$ cat src/rtl/add16_arbiter.sv
// add16_arbiter: N_REQ requesters share a single 16-bit ripple adder (Add16) through an IDLE/ADD/RESP FSM.
// Latency: gnt after the capture edge, out one edge later, ack pulse two edges later; one operation per 3 cycles.
// Backpressure: none; requests seen outside IDLE are dropped. `ADD16_ARB_RR_EN selects round-robin, otherwise fixed priority.
module add16_arbiter #(
  parameter int N_REQ = 4
) (
  input  logic                clk,
  input  logic                rst_n,
  input  logic [N_REQ-1:0]    req,
  input  logic [16*N_REQ-1:0] a_in,
  input  logic [16*N_REQ-1:0] b_in,
  output logic [N_REQ-1:0]    gnt,
  output logic [N_REQ-1:0]    ack,
  output logic [15:0]         out,
  output logic                busy
);
  localparam int PW = (N_REQ > 1) ? $clog2(N_REQ) : 1;

  typedef enum logic [1:0] {
    IDLE = 2'd0,
    ADD  = 2'd1,
    RESP = 2'd2
  } state_t;

  state_t           state_q, state_d;
  logic [N_REQ-1:0] gnt_q, gnt_d;
  logic [N_REQ-1:0] ack_q, ack_d;
  logic [15:0]      op_a_q, op_a_d;
  logic [15:0]      op_b_q, op_b_d;
  logic [15:0]      out_q, out_d;
  logic [15:0]      sum;
  logic             win_vld;
  logic [PW-1:0]    win_idx;

`ifdef ADD16_ARB_RR_EN
  logic [PW-1:0] ptr_q, ptr_d;

  // Two passes emulate a circular search starting at ptr_q without a variable rotate.
  always_comb begin
    win_vld = 1'b0;
    win_idx = '0;
    for (int i = 0; i < N_REQ; i++) begin
      if (!win_vld && req[i] && (PW'(i) >= ptr_q)) begin
        win_vld = 1'b1;
        win_idx = PW'(i);
      end
    end
    for (int i = 0; i < N_REQ; i++) begin
      if (!win_vld && req[i]) begin
        win_vld = 1'b1;
        win_idx = PW'(i);
      end
    end
  end

  always_comb begin
    ptr_d = ptr_q;
    if (state_q == IDLE && win_vld) begin
      ptr_d = (win_idx == PW'(N_REQ - 1)) ? '0 : win_idx + PW'(1);
    end
  end

  always_ff @(posedge clk or negedge rst_n) begin
    if (!rst_n) begin
      ptr_q <= '0;
    end else begin
      ptr_q <= ptr_d;
    end
  end
`else
  always_comb begin
    win_vld = 1'b0;
    win_idx = '0;
    for (int i = N_REQ - 1; i >= 0; i--) begin
      if (req[i]) begin
        win_vld = 1'b1;
        win_idx = PW'(i);
      end
    end
  end
`endif

  Add16 u_add16 (
    .a (op_a_q),
    .b (op_b_q),
    .s (sum)
  );

  // gnt is held through the ack cycle and only re-evaluated at the next IDLE edge.
  always_comb begin
    state_d = state_q;
    gnt_d   = gnt_q;
    ack_d   = '0;
    op_a_d  = op_a_q;
    op_b_d  = op_b_q;
    out_d   = out_q;
    case (state_q)
      IDLE: begin
        gnt_d = '0;
        if (win_vld) begin
          for (int i = 0; i < N_REQ; i++) begin
            if (PW'(i) == win_idx) begin
              gnt_d[i] = 1'b1;
              op_a_d   = a_in[16*i +: 16];
              op_b_d   = b_in[16*i +: 16];
            end
          end
          state_d = ADD;
        end
      end
      ADD: begin
        out_d   = sum;
        state_d = RESP;
      end
      RESP: begin
        ack_d   = gnt_q;
        state_d = IDLE;
      end
      default: state_d = IDLE;
    endcase
  end

  always_ff @(posedge clk or negedge rst_n) begin
    if (!rst_n) begin
      state_q <= IDLE;
      gnt_q   <= '0;
      ack_q   <= '0;
      op_a_q  <= '0;
      op_b_q  <= '0;
      out_q   <= '0;
    end else begin
      state_q <= state_d;
      gnt_q   <= gnt_d;
      ack_q   <= ack_d;
      op_a_q  <= op_a_d;
      op_b_q  <= op_b_d;
      out_q   <= out_d;
    end
  end

  assign gnt  = gnt_q;
  assign ack  = ack_q;
  assign out  = out_q;
  // The ack cycle still belongs to the operation, so busy covers it too.
  assign busy = (state_q != IDLE) | (|ack_q);

endmodule

// Add16: 16-bit ripple-carry adder, carry out dropped (modulo 2^16).
module Add16 (
  input  logic [15:0] a,
  input  logic [15:0] b,
  output logic [15:0] s
);
  logic carry;

  always_comb begin
    carry = 1'b0;
    s     = '0;
    for (int i = 0; i < 16; i++) begin
      s[i]  = a[i] ^ b[i] ^ carry;
      carry = (a[i] & b[i]) | (carry & (a[i] ^ b[i]));
    end
  end

endmodule

$ cat config.mk
export PLATFORM = sky130hd
export DESIGN_NAME = add16_arbiter
export DESIGN_NICKNAME = d
export VERILOG_FILES = /design/src/rtl/add16_arbiter.sv
export SDC_FILE = /design/constraint.sdc
export NUM_CORES = 1
export LEC_CHECK = 0
export ABC_CLOCK_PERIOD_IN_PS = 8500
export BUFFER_PORTS_ARGS = -buffer_cell sky130_fd_sc_hd__buf_2
export CAP_MARGIN = 20
export CORE_MARGIN = 2
export CORE_UTILIZATION = 30
export DETAILED_ROUTE_END_ITERATION = 10
export HOLD_SLACK_MARGIN = 0.05
export RECOVER_POWER = 50
export SYNTH_ARGS = -nofsm -noshare
export SYNTH_HDL_FRONTEND = slang
export SYNTH_SLANG_ARGS = --single-unit
$ cat constraint.sdc
create_clock -name clk -period 8.5 [get_ports clk]
set_clock_uncertainty 0.2 [all_clocks]
set_input_delay 0.425 -clock clk [delete_from_list [all_inputs] [get_ports clk]]
set_output_delay 0.425 -clock clk [all_outputs]
set_load 0.005 [all_outputs]
-- Word-level counts from Yosys, hierarchy flattened
Cells that the tools add are included.
- bits in latches: 0
- register bits: 58
- word-level logic and storage cells: 117
- memory bits (read-only): 0
- memory bits (writable): 0
- output and inout bits: 25
- memories: 0
- mux-type cells: 24
- order comparisons: 0
- eq/ne operators: 6
- bitwise operators: 75
- divide/modulo/power cells: 0
- add/sub/neg operators: 0
- shift-type cells: 0
- reductions and logical operators: 6
- $mul: 0
- operator list (cell ; count):
    $mux W16 ; 8
    $xor A1 B1 Y1 ; 31
    $and A1 B1 Y1 ; 29
    $or A1 B1 Y1 ; 15
    $mux W2 ; 5
    $mux W1 ; 8
    $mux W4 ; 2
    $eq A2 B2 Y1 const A ; 2
    $logic_not A2 Y1 ; 2
    $pmux W2 S2 ; 1
    $reduce_bool A4 Y1 ; 1
    $reduce_or A4 Y1 ; 1
    $reduce_and A3 Y1 ; 1
    $eq A1 B2 Y1 const A ; 1
    $eq A2 B1 Y1 const B ; 1
    $eq A2 B2 Y1 const B ; 1
    $ne A2 B2 Y1 const B ; 1
    $reduce_bool A2 Y1 ; 1

-- Logic depth before layout (Yosys ltp)
Gate-level depths: netlist of run 1.
- depth after elaboration: 30
- depth in mapped cells: 19

-- Modules after synthesis
A second synthesis of run 1 with hierarchy kept.
- cell total of the unflattened synthesis: 379
- area, all modules: 3793.6 sq um
- modules (own cells, without submodules) (module ; times used ; cells an instance ; area each (sq um)):
    add16_arbiter ; 1 ; 358 ; 3458.3
    Add16 ; 1 ; 21 ; 335.3

-- Worst setup path before layout of run 1
OpenSTA, ideal clock, no wires.
- kind: reg-to-reg
- start point: reg op_a_q[0]
- end point: reg out_q[14], in the netlist out[14]
- buffers on the path: 0
- stages on the path, launching flop included: 19
- clock period less this slack: 6.326 ns
- path slack: 2.174 ns
- setup time: 0.125 ns
- arrival: 6.001 ns
- required time: 8.175 ns
- cells stage by stage: dfrtp_1 ha_1 inv_1 fa_1 inv_1 fa_1 fa_1 fa_1 fa_1 fa_1 fa_1 fa_1 fa_1 fa_1 fa_1 fa_1 fa_1 fa_1 mux2_2
- longest elaborated chain between the ends: 28
- ends and longest elaborated chain (item ; line ; source):
    start, declared ; 28 ; logic [15:0] op_a_q, op_a_d;
    start signal, assigned ; 135 ; op_a_q <= op_a_d;
    $and A1 B1 Y1 (2 in series) ; 162 ; carry = (a[i] & b[i]) | (carry & (a[i] ^ b[i]));
    $or A1 B1 Y1 ; 162 ;
    $and A1 B1 Y1 ; 162 ;
    $or A1 B1 Y1 ; 162 ;
    $and A1 B1 Y1 ; 162 ;
    $or A1 B1 Y1 ; 162 ;
    $and A1 B1 Y1 ; 162 ;
    $or A1 B1 Y1 ; 162 ;
    [... 12 more ...] ; n/a ;
    $and A1 B1 Y1 ; 162 ;
    $or A1 B1 Y1 ; 162 ;
    $and A1 B1 Y1 ; 162 ;
    $or A1 B1 Y1 ; 162 ;
    $and A1 B1 Y1 ; 162 ;
    $or A1 B1 Y1 ; 162 ;
    $xor A1 B1 Y1 ; 161 ; s[i] = a[i] ^ b[i] ^ carry;
    named net sum[14] ; 31 ; logic [15:0] sum;
    end signal, assigned ; 137 ; out_q <= out_d;
    end, declared ; 30 ; logic [15:0] out_q, out_d;
The timed path passes the listed nets, and every way through them passes these cells.
A chain may end at the register's enable or synchronous reset.

-- Worst setup path after layout of run 1
Ends and elaborated chain as after synthesis.

==> results of run 1 <==
==> worst min-delay path: stages <==
cell,delay [ps]
buf_2,80
o21ai_2,50
o21ai_2,90
==> power by group through the flow <==
stage | registers (W) | clock network, W | logic (W)
2_1_floorplan | 0.000492 | 0 | 0.000516
3_3_place_gp | 0.000503 | 0 | 0.000689
3_5_place_dp | 0.000509 | 0 | 0.000716
4_1_cts | 0.000505 | 0.000328 | 0.000718
5_1_grt | 0.000524 | 0.000342 | 0.000792
6_report | 0.000503 | 0.000323 | 0.000701
==> Yosys cell counts (2+ instances only) <==
cell type / number / area (um2)
nand2_1: 67 / 251
dfrtp_1: 58 / 1450
o21ai_2: 50 / 438
nor2b_1: 32 / 200
a21oi_1: 31 / 155
a311oi_1: 31 / 272
clkbuf_1: 14 / 52.6
fa_1: 14 / 280
mux2_2: 14 / 158
buf_2: 11 / 55.1
o21ai_1: 10 / 50.1
o21ai_0: 8 / 40.0
inv_1: 6 / 22.5
buf_6: 5 / 56.3
and2_1: 4 / 25.0
buf_12: 3 / 60.1
nor2_1: 2 / 7.51
nor3_1: 2 / 10.0
o22ai_1: 2 / 12.5
==> cell families after synthesis <==
logic type | synth area share
AO/OA/AOI/OAI | 0.272
XOR/XNOR | 0.00468
adder cells (fa/ha/maj) | 0.0782
buffers and inverters | 0.0712
flip-flops | 0.388
multiplexers | 0.0421
AND/OR/NAND/NOR | 0.144
==> worst paths after layout <==
| path | from | to | slack, ps |
|---|---|---|---|
| hold reg to reg | out[1] | out[1] | 270 |
| hold / removal | b_in[57] | op_b_q[9] | 180 |
| setup reg to reg | op_a_q[0] | out[14] | 1870 |
| setup / recovery | op_a_q[0] | out[14] | 1870 |
| min in group asynchronous | rst_n | ack[0] | 1010 |
| max in group asynchronous | rst_n | op_b_q[13] | 5340 |
==> sequential cells by signal, indices dropped and copies added, names as in the netlist <==
register,flops
out,16
gnt,4
state_q,2
ack,4
op_a_q,16
op_b_q,16
==> stage by stage <==
stage	hold slack [ps]	worst slack (ps)	total power [W]	utilization	std cells
finish	177	1870	0.00153	0.397	690
global route	178	1620	0.00166	0.397	690
CTS	81.6	1860	0.00155	0.397	689
detailed placement	269	1860	0.00123	0.374	674
global placement	267	1930	0.00119	0.374	674
floorplan	-70.6	2170	0.00101	-	379
==> final cells by class <==
type	count	area, um2
tap	168	210
clock inverter	2	12.5
sequential	58	1450
inverter	8	42.5
fill	1275	7300
timing repair buffer	161	808
clock buffer	13	260
multi-input combinational	280	2020
==> per-layer routing <==
metal  vias up  GRT usage  wire (um)
li1       1614          -          -
met1      1585      0.234       5130
met2        98      0.269       5220
met3         6     0.0282        568
met4         0     0.0405         91
met5         -          0          0
==> reports/results.tsv, run 1 <==
stage	metric	value	unit
routing	drt wl/cell	16.0	um
setup_path	CP Max Fanout	2	
global_route	GRT Overall Usage	0.167	
setup_path	critical path class	flop to flop	
clocking	total CTS buffers	9	
power_and_ir_drop	Worst VDD drop	0.106	mV
routing	Final ANT Viol Nets	0	
synthesis	Mapped Area	3740	um2
synthesis	Top FF cell, synth	dfrtp_1	
routing	initial drt markers	194	
setup_path	critical path data required time	8500	ps
routing	via count	3303	
sta	Worst-Margin Slew	3070	ps
power_and_ir_drop	part of the power in registers	0.329	
clocking	post-cts gate resize count	0	
placed_design	Post-DP Area	4530	um2
setup_path	max incr delay on CP	430	ps
global_route	initial antenna violation count	0	
global_route	wire length of the first global-routing pass	17100	um
sta	Tmin final	6630	ps
floorplan	die boundary height	116	um
floorplan	Initial Util	0.309	
clocking	postcts setup bufs	0	
synthesis	number of flops mapped to enable cells by yosys	0	
clocking	Longest Clk Path Bufs	2	
sta	final setup violation count	0	
power_and_ir_drop	Pwr per Cell Area	317	nW/um2
placed_design	post-DP HPWL	8630	um
synthesis	syn_area_per_cell	9.87	um2
placed_design	number of port buffers	158	
synthesis	synthesized instance count	379	
power_and_ir_drop	clock share of power	0.211	
setup_path	critical path's slowest cell	fa_1	
finish	commonest non-fill, non-tap cell in the layout	buf_2	
floorplan	cell row count	40	
floorplan	I/O pin cnt	159	
synthesis	register area share after synthesis	0.388	
finish	post-route cell area	4810	um2
synthesis	asr flop ratio synth	1.00	
power_and_ir_drop	Static Leak	2.20	nW
routing	total wire length	11000	um
status	failing checks	capacitance limit, slew limit	
setup_path	Crit path max-delay family	adder cells	
sta	Max-slew headroom	-1.05	
sta	Setup TNS	0	ps
setup_path	Worst R2R Path Depth	18	
setup_path	Worst Path Arrival	6630	ps
finish	post-synthesis to final-layout area growth	28.5	%
routing	DRC	0	
synthesis	Synth Warn #	0	
sta	fin crit share	0.780	
routing	Pre-antenna DRT Iters	4	
clocking	TritonCTS clock tree	built	
setup_path	Setup crit start kind	flop	
finish	final net count	667	
clocking	Clock transition at path regs	50	ps
sta	Slew Limit Fails	59	
global_route	largest net degree at the start of global routing	59	
run	max-cap violations	1	
routing	via density per instance	4.79	
power_and_ir_drop	Sw Ratio	0.379	
finish	final antenna diode count	0	
floorplan	Core Area	12100	um2
synthesis	#FFs+latches synth	58	
sta	RSZ-0062 raised after global routing	no	
min_path	HP Class	input pin to flop	
min_path	hold path cells	3	
power_and_ir_drop	Internal	0.000948	W
global_route	vias in the first global route	3239	
setup_path	cell depth of the worst setup path	18	
status	outcome	complete, but fails checks	
power_and_ir_drop	logic gate share of total power	0.459	
floorplan	Die ar.	13400	um2
clocking	clock latency on the worst-skew pair	320	ps
synthesis	syn nets	528	
sta	Fin. Hold Viols	0	
clocking	H-tree lvl count	3	
sta	Fmax	151	MHz
floorplan	die width	116	um
clocking	clk sinks	58	
setup_path	CP endpoint kind	flop	
power_and_ir_drop	Net Switching	0.000579	W
finish	most frequent cells in the layout	buf_2 (154), nand2_1 (67), dfrtp_1 (58)	
clocking	CTS Hold Bufs	0	
finish	layout cells sized above 1	0.454	
synthesis	synth unique cells	34	
global_route	total grt overflow	0	
clocking	Root Buffer	clkbuf_16	
setup_path	Critical path buffers and inverters	2	
setup_path	CP cell instances	ha_1 -> inv_1 -> fa_1 -> inv_1 -> fa_1 -> fa_1 -> fa_1 -> fa_1 -> fa_1 -> fa_1 -> fa_1 -> fa_1 -> fa_1 -> fa_1 -> fa_1 -> fa_1 -> fa_1 -> mux2_2	
placed_design	GPL Wtd Cong	0.854	
setup_path	Crit path top cell by count	fa_1	
Power figures use the tool's default switching activity.
==> inputs of run 2 (changes only) <==
- ABC_CLOCK_PERIOD_IN_PS: 8500 -> 6800
- clock period: 8.5 -> 6.8 ns (I/O delays scaled with it)
==> run 2 against run 1 <==
Net effect:
- the run still ends with capacitance limit, slew limit left
- utilization is 0.062 points lower
- via count is 1.3% higher
- wire length is 0.16% higher
- final cell count is 0.29% higher
- first-iteration DRC count is 18% higher
- register-to-register slack worse by 1600 ps
- non-clock buffer count is 1 higher
- count of clock-buffer cells in the layout stayed put
- critical path depth stayed put
- flip-flop and latch count stayed put
- worst hold slack worse by 90 ps
- maximum frequency is 1.3% higher
- critical path type unchanged
- highest routed layer unchanged
==> reports/results.tsv, run 2 (synthesized netlist as in run 1, its figures left out) <==
stage	metric	value	unit	change
global_route	wire length of the first global-routing pass	16900	um	-1.0%
setup_path	Worst R2R Path Depth	18		unchanged
routing	total wire length	11000	um	+0.16%
global_route	GRT Overall Usage	0.167		+0.000535
power_and_ir_drop	total chip power	0.00190	W	+25%
min_path	HP Class	input pin to flop		
floorplan	I/O pin cnt	159		unchanged
clocking	total CTS buffers	9		unchanged
sta	Slew Limit Fails	96		+63%
routing	initial drt markers	228		+18%
setup_path	Worst Path Arrival	6550	ps	-80 ps
finish	fin util	0.396		-0.000619
finish	commonest non-fill, non-tap cell in the layout	buf_2		
min_path	hold path cells	3		unchanged
finish	post-synthesis to final-layout area growth	28.3	%	
floorplan	Die ar.	13400	um2	unchanged
clocking	postcts setup bufs	0		unchanged
finish	final antenna diode count	0		unchanged
setup_path	Worst R2R Start	op_a_q[0]		
power_and_ir_drop	Pwr per Cell Area	397	nW/um2	+25%
routing	via count	3347		+1.3%
routing	Final ANT Viol Nets	0		unchanged
sta	Setup TNS	0	ps	unchanged
sta	RSZ-0062 raised after global routing	no		
routing	Pre-antenna DRT Iters	4		unchanged
routing	DRC	0		unchanged
finish	layout cells sized above 1	0.435		-0.0189
global_route	total grt overflow	0		unchanged
global_route	vias in the first global route	3242		+0.093%
status	outcome	complete, but fails checks		
finish	final net count	668		+0.15%
clocking	clk sinks	58		unchanged
clocking	Root Buffer	clkbuf_16		
setup_path	critical path data required time	6800	ps	-1700 ps
sta	post-route setup slack	255	ps	-1610 ps
min_path	worst hold start	b_in[57]		
setup_path	max incr delay on CP	430	ps	about the same
global_route	initial antenna violation count	0		unchanged
floorplan	Core Area	12100	um2	unchanged
finish	most frequent cells in the layout	buf_2 (142), nand2_1 (67), dfrtp_1 (58)		
floorplan	cell row count	40		unchanged
setup_path	critical path's slowest cell	fa_1		
setup_path	CP endpoint kind	flop		
status	failing checks	capacitance limit, slew limit		
routing	drt wl/cell	15.9	um	-0.13%
setup_path	CP cell instances	ha_1 -> inv_1 -> fa_1 -> inv_1 -> fa_1 -> fa_1 -> fa_1 -> fa_2 -> fa_2 -> fa_1 -> fa_1 -> fa_1 -> fa_1 -> fa_1 -> fa_1 -> fa_1 -> fa_1 -> mux2_2		
clocking	Clock transition at path regs	50	ps	about the same
floorplan	Initial Util	0.309		unchanged
floorplan	die boundary height	116	um	unchanged
placed_design	post-placement setup slack	141	ps	-1710 ps
setup_path	r2r setup slk	250	ps	-1610 ps
clocking	H-tree lvl count	3		unchanged
sta	final setup violation count	0		unchanged
sta	Tmin final	6550	ps	-88.2 ps
placed_design	number of port buffers	158		unchanged
placed_design	GPL Wtd Cong	0.854		unchanged
routing	via density per instance	4.84		+1.0%
min_path	Hold Path Sink	op_b_q[9]		
setup_path	reg2reg end	out[14]		
sta	Fmax	153	MHz	+1.3%
run	max-cap violations	2		+1
setup_path	Setup crit start kind	flop		
finish	FF/Latch Area	1450	um2	unchanged
sta	Min Hold Slack	86.5	ps	-90.2 ps
floorplan	die width	116	um	unchanged
power_and_ir_drop	Static Leak	2.17	nW	-1.3%
finish	# fillers	1274		-0.078%
placed_design	post-DP HPWL	8680	um	+0.52%
clocking	clock latency on the worst-skew pair	320	ps	about the same
finish	area of the multi-input gates	2030	um2	+0.25%
setup_path	Crit path top cell by count	fa_1		
sta	Worst-Margin Slew	3060	ps	-14.5 ps
setup_path	CP Max Fanout	2		unchanged
clocking	Longest Clk Path Bufs	2		unchanged
clocking	TritonCTS clock tree	built		
setup_path	critical path class	flop to flop		
sta	fin crit share	0.963		+0.182
power_and_ir_drop	Worst VDD drop	0.137	mV	+29%
sta	Fin. Hold Viols	0		unchanged
global_route	largest net degree at the start of global routing	59		unchanged
sta	Max-slew headroom	-1.04		+0.00968
==> run 2: cell type report <==
type | instances | share of cell area
clock inverters | 3 | 0.00313
flip-flops and latches | 58 | 0.302
well taps | 168 | 0.0438
multi-input cells | 280 | 0.423
repair buffers | 162 | 0.167
clock buffers | 13 | 0.0521
inverters | 8 | 0.00886
==> run 2: routing by layer <==
| layer | global-route usage | vias up | share of wire |
|---|---|---|---|
| li1 | - | 1618 | - |
| met3 | 0.0371 | 12 | 0.066 |
| met1 | 0.232 | 1590 | 0.44 |
| met4 | 0.0429 | 0 | 0.0099 |
| met2 | 0.266 | 127 | 0.48 |
| met5 | 0 | - | 0 |
==> run 2: how the worst max path moves through the flow <==
stage,start,end,slack [ps],cells after the start
6_report,op_a_q[0],out[14],250,18
5_1_grt,op_a_q[0],out[14],50,18
4_1_cts,op_a_q[0],out[14],170,18
3_5_place_dp,op_a_q[0],out[15],140,19
3_3_place_gp,op_a_q[0],out[14],230,18
2_1_floorplan,op_a_q[0],out[14],470,18
==> run 2: critical path: cells and delay by family, from the launching register on <==
kind / cells / cell delay (ps)
buffers and inverters: 2 / 120
muxes: 1 / 260
DFF: 1 / 380
adders and majority gates: 15 / 5470
==> run 2: per-stage QoR <==
step,instances,area [um2]
finish,692,4800
global route,692,4800
CTS,691,4810
detailed placement,674,4530
global placement,674,4530
floorplan,379,3740
==> run 2: timing repair <==
action | CTS | global route
hold endpoints to repair | 58 | 0
setup endpoints to repair | 0 | 2
hold buffers | 1 | 0
resized for setup | 0 | 2
==> run 2: power breakdown <==
part / total, W / switching [W] / internal (W)
registers: 0.000632 / 0.000117 / 0.000515
logic: 0.000875 / 0.000469 / 0.000406
clock network: 0.000398 / 0.000144 / 0.000254
total: 0.00190 / 0.000730 / 0.00117
==> inputs of run 3 (changes only) <==
- SYNTH_HIERARCHICAL: unset -> 1
==> run 3 against run 2 <==
Net effect:
- the flow still finishes with violations (capacitance limit, slew limit)
- area after synthesis rose by 1.4%
- global-route usage is essentially flat
- sequential share of layout area shrank 0.68 points
- final cell count up 0.43%
- total power rose by 3.1%
- highest routed layer unchanged
- sequential power is 2% higher
- clock power grew 13%
- cell area increased by 2.3%
- largest cell class unchanged
==> reports/results.tsv, run 3 <==
stage	metric	value	unit	change
status	outcome	complete, but fails checks		
status	failing checks	capacitance limit, slew limit		
global_route	grt met3 use	0.0228		-0.0143
sta	RSZ-0062 raised after global routing	no		
power_and_ir_drop	Worst VDD drop	0.135	mV	-1.3%
finish	post-route cell area	4910	um2	+2.3%
power_and_ir_drop	Net Switching	0.000733	W	+0.39%
setup_path	Worst Path Arrival	6580	ps	+30 ps
finish	final net count	667		-0.15%
finish	Post-Layout Cell Count	695		+0.43%
sta	fin crit share	0.969		+0.00659
clocking	TritonCTS clock tree	built		
synthesis	cell taking the most area after synthesis	dfrtp_1		
min_path	HP Class	input pin to flop		
setup_path	critical path data required time	6790	ps	about the same
placed_design	GPL Wtd Cong	0.872		+2.2%
placed_design	post-DP HPWL	8920	um	+2.8%
floorplan	I/O pin cnt	159		unchanged
synthesis	count leader, synth	nand2_1		
routing	DRC	0		unchanged
synthesis	share of the synthesized area in the top cell type	0.383		-0.00524
global_route	vias in the first global route	3320		+2.4%
routing	via count	3340		-0.21%
setup_path	CP endpoint kind	flop		
clocking	Root Buffer	clkbuf_16		
global_route	GRT Overall Usage	0.167		about the same
clocking	total CTS buffers	9		unchanged
routing	drt wl/cell	16.3	um	+2.4%
sta	Tmin final	6590	ps	+44.8 ps
sta	Setup TNS	0	ps	unchanged
placed_design	post-placement setup slack	-104	ps	-245 ps
routing	initial drt markers	152		-33%
synthesis	Synth Warn #	6		+6
global_route	initial antenna violation count	0		unchanged
clocking	postcts setup bufs	0		unchanged
power_and_ir_drop	Internal	0.00123	W	+4.8%
power_and_ir_drop	Static Leak	2.17	nW	+0.22%
synthesis	register area share after synthesis	0.383		-0.00524
synthesis	Top FF cell, synth	dfrtp_1		
finish	post-synthesis to final-layout area growth	29.5	%	
global_route	total grt overflow	0		unchanged
clocking	Clock transition at path regs	50	ps	about the same
placed_design	Inst Count DP	678		+0.59%
synthesis	number of flops mapped to enable cells by yosys	0		unchanged
sta	Worst-Margin Slew	3000	ps	-57.2 ps
global_route	gr busiest metal	met2		
synthesis	syn_area_per_cell	10.0	um2	+1.4%
clocking	H-tree lvl count	3		unchanged
setup_path	CP Max Fanout	2		unchanged
synthesis	Mapped Area	3790	um2	+1.4%
synthesis	synth unique cells	32		-5.9%
setup_path	critical path class	flop to flop		
sta	Fmax	152	MHz	-0.68%
power_and_ir_drop	part of the power in registers	0.328		-0.004
power_and_ir_drop	Pwr per Cell Area	400	nW/um2	+0.77%
setup_path	Setup crit start kind	flop		
power_and_ir_drop	logic gate share of total power	0.444		-0.015
sta	Slew Limit Fails	96		unchanged
placed_design	number of port buffers	158		unchanged
synthesis	syn nets	528		unchanged
synthesis	Area contributors post-synth	dfrtp_1 (38%), o21ai_2 (14%), fa_1 (7.4%), a311oi_1 (7.2%), nand2_1 (6.6%)		
power_and_ir_drop	Sw Ratio	0.373		-0.0101
sta	Max-slew headroom	-1.00		+0.0381
routing	Final ANT Viol Nets	0		unchanged
synthesis	#FFs+latches synth	58		unchanged
floorplan	Die ar.	13600	um2	+1.3%
clocking	Longest Clk Path Bufs	2		unchanged
global_route	met2 usage	0.276		+0.00969
placed_design	Post-DP Area	4610	um2	+1.7%
finish	layout cells sized above 1	0.455		+0.0200
clocking	clk sinks	58		unchanged
routing	total wire length	11300	um	+2.8%
synthesis	synthesized instance count	379		unchanged
sta	final setup violation count	0		unchanged
global_route	largest net degree at the start of global routing	59		unchanged
clocking	clock latency on the worst-skew pair	310	ps	about the same
sta	post-route setup slack	210	ps	-44.8 ps
floorplan	die boundary height	116	um	+0.66%
synthesis	most instantiated cells after synthesis	nand2_1 (67), o21ai_2 (59), dfrtp_1 (58)		
floorplan	cell row count	41		+2.5%
floorplan	die width	116	um	+0.66%
global_route	wire length of the first global-routing pass	17200	um	+1.8%
sta	Fin. Hold Viols	0		unchanged
finish	final antenna diode count	0		unchanged
finish	most frequent cells in the layout	buf_2 (135), nand2_1 (67), o21ai_2 (59)		
routing	Pre-antenna DRT Iters	4		unchanged
run	max-cap violations	2		unchanged
routing	via density per instance	4.81		-0.64%
power_and_ir_drop	clock share of power	0.228		+0.019
synthesis	asr flop ratio synth	1.00		unchanged
floorplan	Initial Util	0.304		-0.00466
global_route	global routing usage on met1	0.232		about the same
finish	commonest non-fill, non-tap cell in the layout	buf_2		
floorplan	Core Area	12500	um2	+2.9%
run 3: worst paths after layout:
kind                           start    endpoint  slack [ps]  cells after the start
max in group asynchronous      rst_n  op_a_q[14]        3260                      3
min reg2reg                op_a_q[0]   op_a_q[0]         290                      2
min                         a_in[59]  op_a_q[11]          90                      3
min in group asynchronous      rst_n      out[0]        1430                      3
max reg2reg                op_a_q[0]     out[15]         210                     19
max                        op_a_q[0]     out[15]         210                     19
run 3: area by class of cell:
type	count	area (um2)
Multi-Input combinational cell	279	2090
Timing Repair Buffer	161	803
Tap cell	172	215
Inverter	9	46.3
Clock inverter	4	50.0
Sequential cell	58	1450
Clock buffer	12	256
Fill cell	1263	7550
run 3: layer usage:
metal,vias up,wire length [um]
met5,-,0
met4,0,153
met3,15,582
met2,107,5600
met1,1608,5010
li1,1610,-
run 3: power by group through the flow:
stage                     clock network (W)  logic [W]  registers [W]
after floorplan                           0   0.000678       0.000618
after global placement                    0   0.000867       0.000636
after detailed placement                  0   0.000891       0.000645
after CTS                          0.000455   0.000900       0.000642
after global routing               0.000475   0.000998       0.000663
final                              0.000448   0.000872       0.000643
run 3: cells by family (layout without fill, tap and decap cells):
kind of cell,count (synthesis),after routing,synth area share
multiplexers,16,16,0.0475
AND/OR/NAND/NOR,112,112,0.142
adder cells (fa/ha/maj),15,15,0.0772
XOR/XNOR,1,1,0.00627
AO/OA/AOI/OAI,135,135,0.274
flip-flops,58,58,0.383
buffers and inverters,42,186,0.0709
run 3: timing repair:
| action | in CTS | in global routing |
|---|---|---|
| resized for setup | 3 | 4 |
| endpoints found under the setup margin | 1 | 1 |
| endpoints found under the hold margin | 58 | 0 |
| hold buffers | 1 | 0 |
run 3: worst max-delay path: stages (launching register included):
cell and delay [ps]:
dfrtp_1 380, ha_1 190, inv_1 60, fa_1 160
inv_1 50, fa_1 390, fa_2 350, fa_1 390
fa_2 360, fa_1 390, fa_1 390, fa_2 360
fa_2 350, fa_2 360, fa_2 360, fa_1 400
fa_2 350, fa_1 360, xor3_1 350, mux2_2 270
run 3: metrics by stage:
| step | utilization | total power (W) | hold slack (ps) |
|---|---|---|---|
| finish | 0.394 | 0.00196 | 92.5 |
| global route | 0.394 | 0.00214 | 92.6 |
| CTS | 0.396 | 0.00200 | 88.4 |
| detailed placement | 0.370 | 0.00154 | 280 |
| global placement | 0.368 | 0.00150 | 267 |
| floorplan | - | 0.00130 | -156 |
